--- config.mk ---
export PLATFORM = sky130hd
export DESIGN_NAME = ps2_frame_ctrl
export DESIGN_NICKNAME = d
export VERILOG_FILES = /design/src/rtl/ps2_frame_ctrl.sv
export SDC_FILE = /design/constraint.sdc
export NUM_CORES = 1
export LEC_CHECK = 0
export ABC_AREA = 1
export ABC_CLOCK_PERIOD_IN_PS = 1700
export CELL_PAD_IN_SITES_DETAIL_PLACEMENT = 1
export CELL_PAD_IN_SITES_GLOBAL_PLACEMENT = 2
export CORE_MARGIN = 4
export CORE_UTILIZATION = 34
export CTS_CLUSTER_SIZE = 30
export DETAILED_ROUTE_END_ITERATION = 10
export PLACE_DENSITY = 0.76
export SYNTH_ARGS = -nofsm -noshare
export SYNTH_HDL_FRONTEND = slang
export SYNTH_SLANG_ARGS = --single-unit
export TNS_END_PERCENT = 100
--- constraint.sdc ---
create_clock -name clk -period 1.7 [get_ports clk]
set_input_delay 0.34 -clock clk [delete_from_list [all_inputs] [get_ports clk]]
set_output_delay 0.34 -clock clk [all_outputs]
set_load 0.02 [all_outputs]
--- src/rtl/ps2_frame_ctrl.sv ---
// PS/2 11-bit frame receiver. It checks parity, the stop bit and the inter-bit timeout, and feeds a one-entry valid/ack buffer.
// Results appear the cycle after the stop-bit edge. A good frame that arrives while the buffer is full is dropped and sets the sticky overrun flag.
module ps2_frame_ctrl #(
    parameter int TIMEOUT = 4096
) (
    input  logic       clk,
    input  logic       reset,
    input  logic       data,
    input  logic       en,
    input  logic       ack,
    output logic [7:0] code,
    output logic       valid,
    output logic       err,
    output logic       overrun,
    output logic       busy
);
    localparam int TW = $clog2(TIMEOUT + 1);
    localparam logic [TW-1:0] TMAX = TW'(TIMEOUT);

    typedef enum logic [1:0] {IDLE, DATA, PARITY, STOP} state_t;

    state_t        state;
    logic [7:0]    sr;
    logic          p;
    logic [2:0]    bcnt;
    logic [TW-1:0] tcnt;
    logic          good;

    assign good = data & (^{sr, p});
    assign busy = (state != IDLE);

    always_ff @(posedge clk or posedge reset) begin
        if (reset) begin
            state   <= IDLE;
            sr      <= 8'h00;
            p       <= 1'b0;
            bcnt    <= 3'd0;
            tcnt    <= '0;
            code    <= 8'h00;
            valid   <= 1'b0;
            err     <= 1'b0;
            overrun <= 1'b0;
        end else begin
            err <= 1'b0;

            if (ack && valid) begin
                valid   <= 1'b0;
                overrun <= 1'b0;
            end

            // Gap timer only runs on strobe-free cycles, so a strobe on the expiry edge wins.
            if (state != IDLE && !en) begin
                if (tcnt != TMAX) begin
                    tcnt <= tcnt + 1'b1;
                end
                if (tcnt == TMAX - 1'b1) begin
                    state <= IDLE;
                    err   <= 1'b1;
                end
            end

            if (en) begin
                case (state)
                    IDLE: begin
                        if (!data) begin
                            state <= DATA;
                            bcnt  <= 3'd0;
                            tcnt  <= '0;
                        end
                    end
                    DATA: begin
                        sr   <= {data, sr[7:1]};
                        bcnt <= bcnt + 1'b1;
                        tcnt <= '0;
                        if (bcnt == 3'd7) begin
                            state <= PARITY;
                        end
                    end
                    PARITY: begin
                        p     <= data;
                        tcnt  <= '0;
                        state <= STOP;
                    end
                    STOP: begin
                        state <= IDLE;
                        tcnt  <= '0;
                        if (good) begin
                            if (!valid || ack) begin
                                code    <= sr;
                                valid   <= 1'b1;
                                overrun <= 1'b0;
                            end else begin
                                overrun <= 1'b1;
                            end
                        end else begin
                            err <= 1'b1;
                        end
                    end
                    default: state <= IDLE;
                endcase
            end
        end
    end
endmodule

==> results of run 1 <==
power by group through the flow:
stage | Clock, µW | Sequential (µW) | Combinational [µW]
6_report | 661 | 1140 | 789
5_1_grt | 728 | 1170 | 905
4_1_cts | 683 | 1140 | 805
3_5_place_dp | 0 | 1160 | 806
3_3_place_gp | 0 | 1150 | 770
2_1_floorplan | 0 | 1130 | 609
placed cells by master (no fill, tap or decap), types with 2 or more instances in the layout:
master and n:
nand3_1 8, o31ai_1 2, nand3_4 2, nand2_4 2, xor2_1 4, dfrtp_1 37, clkbuf_8 6, buf_4 19
nand4_1 6, a21oi_1 10, a22o_1 2, nand2_1 91, nor2_8 2, inv_1 31, nor2_1 13, nor3_1 9
o21ai_0 21, inv_2 5, ha_1 4, o21ai_1 2, clkdlybuf4s50_1 15
repair_timing:
action | CTS | global route
pin swaps | 0 | 2
buffers inserted | 0 | 1
gates resized for setup | 1 | 5
endpoints found under the setup margin | 1 | 9
cloned | 0 | 0
routing by layer:
metal  track usage  wire length (µm)  share of wire  vias to the layer above
li1              -                 -              -                      927
met1         0.215              2590           0.50                      876
met2         0.262              2420           0.47                       21
met3        0.0369               135          0.026                        5
met4        0.0425                52          0.010                        0
met5             0                 0              0                        -
per-stage QoR:
step	std cells	setup TNS [ps]	hold slack [ps]	cell area (µm²)
floorplan	265	0	436	2120
finish	381	0	398	2590
CTS	380	0	405	2570
global placement	372	-925	464	2480
global route	381	0	445	2590
detailed placement	372	-1420	474	2480
final timing paths:
path | from | endpoint | slack [ps] | cells past startpoint
setup / recovery | valid$_DFF_PP0_ | valid | 80 | 1
hold / removal | reset | code[1]$_DFFE_PP0P_ | 400 | 3
setup reg to reg | state[1]$_DFF_PP0_ | tcnt[8]$_DFF_PP0_ | 180 | 8
hold reg to reg | code[7]$_DFFE_PP0P_ | code[7]$_DFFE_PP0P_ | 490 | 2
max in group asynchronous | reset | state[1]$_DFF_PP0_ | 1090 | 3
min in group clk | code[7]$_DFFE_PP0P_ | code[7]$_DFFE_PP0P_ | 490 | 2
sequential cells by signal, summed over array words and instances, names as in the netlist:
register / count
tcnt: 13
code: 8
sr: 8
bcnt: 3
state: 2
err: 1
overrun: 1
p: 1
valid: 1
kinds of logic (layout without fill, tap and decap cells):
| group | count (synthesis) | in the layout | synth area share |
|---|---|---|---|
| AND/OR/NAND/NOR | 140 | 140 | 0.322 |
| AO/OA/AOI/OAI | 39 | 39 | 0.100 |
| buffers and inverters | 39 | 80 | 0.0845 |
| flip-flops | 38 | 38 | 0.449 |
| XOR/XNOR | 5 | 5 | 0.0207 |
| adder cells (fa/ha/maj) | 4 | 4 | 0.0236 |
layout make-up:
type	instances	area [µm²]	area share
multi-input cells	188	998	0.385
flip-flops and latches	38	952	0.367
repair buffers	36	322	0.124
inverters	36	135	0.0521
well taps	75	93.8	0.0362
clock buffers	7	86.3	0.0333
clock inverters	1	5.00	0.00193
==> results.cfg, run 1 <==
[status]
status = finished clean

[finish]
finalNetCount = 314
syn_to_final_growth_pct = 22.4
insertedDiodeCount = 0
drive_above_1_share = 0.150
finish.utilization = 0.433
fillers = 724

[critical_path]
cp-start-kind = register
worst_ep_required_time_ps = 1360
arrival_ps = 1280
slowest_delay_ps = 610
path_cells = clkdlybuf4s50_1
crit_buf_inv = 1
cpMaxStageDelayCell = clkdlybuf4s50_1
crit_type = reg2out
setup.worst_path.end_class = output port
critPathTopFamily = buffers and inverters
cp_max_fo = 3

[timing]
final_max_slew_viol_count = 0
clock_skew_ps = 4.83
rsz0062_at_grt = no
final.min_clock_period_ps = 1620
hold_viol_final = 0
layout_setup_ws_ps = 82.9
finalSetupViolCount = 0
fmax_ghz = 0.618
max-slew-margin-rel = 0.783
worst_slew_pin_slew_ps = 321
fin_crit_sh = 0.951

[synth]
synthFlopType = dfrtp_1
synth.top_cell.area_share = 0.449
ys_top_cells_by_area = dfrtp_1 45%, nand2_1 16%, inv_1 5.7%
synth_warnings = 0
seq_area_frac_synth = 0.449
synth_nets = 274
synth_most_common_cell = nand2_1
synth_edf_count = 0
synth_area_per_cell_um2 = 7.99
async_flop_share = 1.00
ys_ff_latch = 38
synthTopCellsByCount = 91 x nand2_1, 38 x dfrtp_1, 32 x inv_1
syn_area_um2 = 2120
synthCells = 265
synth_top_cell_by_area = dfrtp_1
synth_cell_type_count = 30

[clocking]
clockRootBuffer = clkbuf_8
htreeDepth = 2
cts_buffer_depth = 2
cts-buffers-inserted = 5
insertion_delay_ps = 290
cts_hold_buffers = 0
clock_sinks = 38
clk_pin_slew_worst_paths_ps = 80
cts_tree = yes

[floorplanning]
io_pins = 17
die-area_um2 = 7560
floorplan.initialDensity = 0.354
die_y_um = 86.9
die_x_um = 86.9
num_rows = 28
core_um2 = 5990

[detailed_routing]
viasPerCell = 4.80
via_count = 1829
drc_errors = 0
first_pass_iters = 4
drt_iter0_drc = 53
ant_nets = 0
wire_per_inst_um = 13.6
routed_wl_um = 5200

[placement]
dp_slack_ps = -132
gp_congestion = 0.776
hpwl_um = 4020
portBuffers = 16

[pwr]
ir_drop_uv = 473
p_per_area_nw_per_um2 = 999
power.switching_uw = 946
power_leakage_uw = 0.00123
seq_power_share = 0.440
power_uw = 2590
clock_power_share = 0.255
swShare = 0.365
p_comb_frac = 0.305
internal_power_uw = 1640

[global_route]
grt_pass1_vias = 2019
grt_max_degree = 39
grt_pass1_wl_um = 9510
antenna_found_initial = 0
grt.overflow.total = 0
track_usage = 0.161

[job]
drv_cap = 0

[min_path]
hp-class = in2async
No activity file was read; power rests on OpenSTA's default activity.
==> run 2, diff against run 1 <==
- CORE_ASPECT_RATIO: default -> 1.75
- TNS_END_PERCENT: 100 -> 20
==> run 2 against run 1 <==
Effect of this change: clock-buffer cell count shrank 1; sequential cell count did not move; clock power up 45%; via count grew 2.5%; utilization is 1.6 points higher.
==> results.cfg, run 2 (same netlist as run 1, synthesis figures left out) <==
[timing]
hold_viol_final = 0
fmax_ghz = 0.613
rsz0062_at_grt = yes
clock_skew_ps = 6.85
fin_crit_sh = 0.960
final.min_clock_period_ps = 1630
final_max_slew_viol_count = 0
max-slew-margin-rel = 0.737
finalSetupViolCount = 0
layout_setup_ws_ps = 68.1
worst_slew_pin_slew_ps = 393

[floorplanning]
num_rows = 37
die-area_um2 = 7610
io_pins = 17
die_x_um = 67.7
floorplan.initialDensity = 0.355
core_um2 = 5970
die_y_um = 112

[finish]
drive_above_1_share = 0.165
top_regs = tcnt x13, code x8, sr x8
largest_reg_flops = 13
insertedDiodeCount = 0
regArea_um2 = 952
finalNetCount = 317
fillers = 737
mostFrequentLayoutCell = nand2_1
syn_to_final_growth_pct = 26.6
final_cell_mix = 91 x nand2_1, 37 x dfrtp_1, 30 x inv_1
max_flop_register = tcnt
multi_input_area_um2 = 998

[detailed_routing]
first_pass_iters = 4
viasPerCell = 4.84
drc_errors = 0
drt_iter0_drc = 57
wire_per_inst_um = 14.6
ant_nets = 0
via_count = 1874
routed_wl_um = 5670

[pwr]
p_per_area_nw_per_um2 = 1090
power_leakage_uw = 0.00127
ir_drop_uv = 764
power_uw = 2920

[clocking]
clk_pin_slew_worst_paths_ps = 80
htreeDepth = 2
clockRootBuffer = clkbuf_8
insertion_delay_ps = 290
cts_tree = yes
cts-buffers-inserted = 5
cts_buffer_depth = 2
clock_sinks = 38

[global_route]
grt_pass1_wl_um = 9570
grt.overflow.total = 0
track_usage = 0.166
antenna_found_initial = 0
grt_pass1_vias = 1969
grt_max_degree = 39

[critical_path]
setup.worst_path.end_class = output port
cp-start-kind = register
arrival_ps = 1290
critPathTopFamily = buffers and inverters
path_cells = clkdlybuf4s50_1
crit_buf_inv = 1
cpMaxStageDelayCell = clkdlybuf4s50_1
worst_ep_required_time_ps = 1360
cp_max_fo = 3
slowest_delay_ps = 620
crit_type = reg2out

[job]
drv_cap = 0

[placement]
dp_slack_ps = -100
gp_congestion = 0.762
hpwl_um = 4400
portBuffers = 16

[status]
status = finished clean

[min_path]
hp-class = in2async
## run 2: worst paths after layout
check / from / endpoint / slack, ps / cells after the start
max: valid$_DFF_PP0_ / valid / 70 / 1
min: reset / tcnt[5]$_DFF_PP0_ / 400 / 3
max reg2reg: tcnt[0]$_DFF_PP0_ / tcnt[6]$_DFF_PP0_ / 90 / 9
min reg2reg: code[4]$_DFFE_PP0P_ / code[4]$_DFFE_PP0P_ / 490 / 2
max in group asynchronous: reset / sr[7]$_DFFE_PP0P_ / 1090 / 3
min in group clk: code[4]$_DFFE_PP0P_ / code[4]$_DFFE_PP0P_ / 490 / 2
## run 2: cell type report
cell class | instances | area share
Inverter | 36 | 0.0504
Tap cell | 78 | 0.0364
Multi-Input combinational cell | 188 | 0.372
Clock buffer | 6 | 0.0308
Clock inverter | 2 | 0.0224
Timing Repair Buffer | 39 | 0.133
Sequential cell | 38 | 0.355
## run 2: metrics by stage
step                      instance area [µm²]  cells  hold WS (ps)  TNS [ps]  utilization
after floorplan                          2120    265           436         0            -
after global placement                   2480    373           465      -611        0.416
after CTS                                2630    382           405         0        0.441
after detailed placement                 2480    373           474      -853        0.416
after global routing                     2680    387           429      -246        0.449
final                                    2680    387           400         0        0.449
## run 2: where the power goes
group / internal, µW / total, µW / switching, µW
clock: 626 / 956 / 330
sequential: 1020 / 1150 / 130
combinational: 310 / 814 / 504
## run 2: repair_timing
item,in CTS,in global routing
gates cloned,0,0
resized for setup,1,6
buffers inserted,1,5
setup endpoints to repair,1,6
hold endpoints to repair,0,0
hold buffers,0,0
pin swaps,0,2
## run 2: routing by layer
layer | wire length (µm) | share of wire | vias to the layer above | GRT usage
met5 | 0 | 0 | - | 0
li1 | - | - | 936 | -
met3 | 65 | 0.011 | 7 | 0.0240
met4 | 87 | 0.015 | 0 | 0.0569
met2 | 3490 | 0.62 | 8 | 0.327
met1 | 2030 | 0.36 | 923 | 0.166
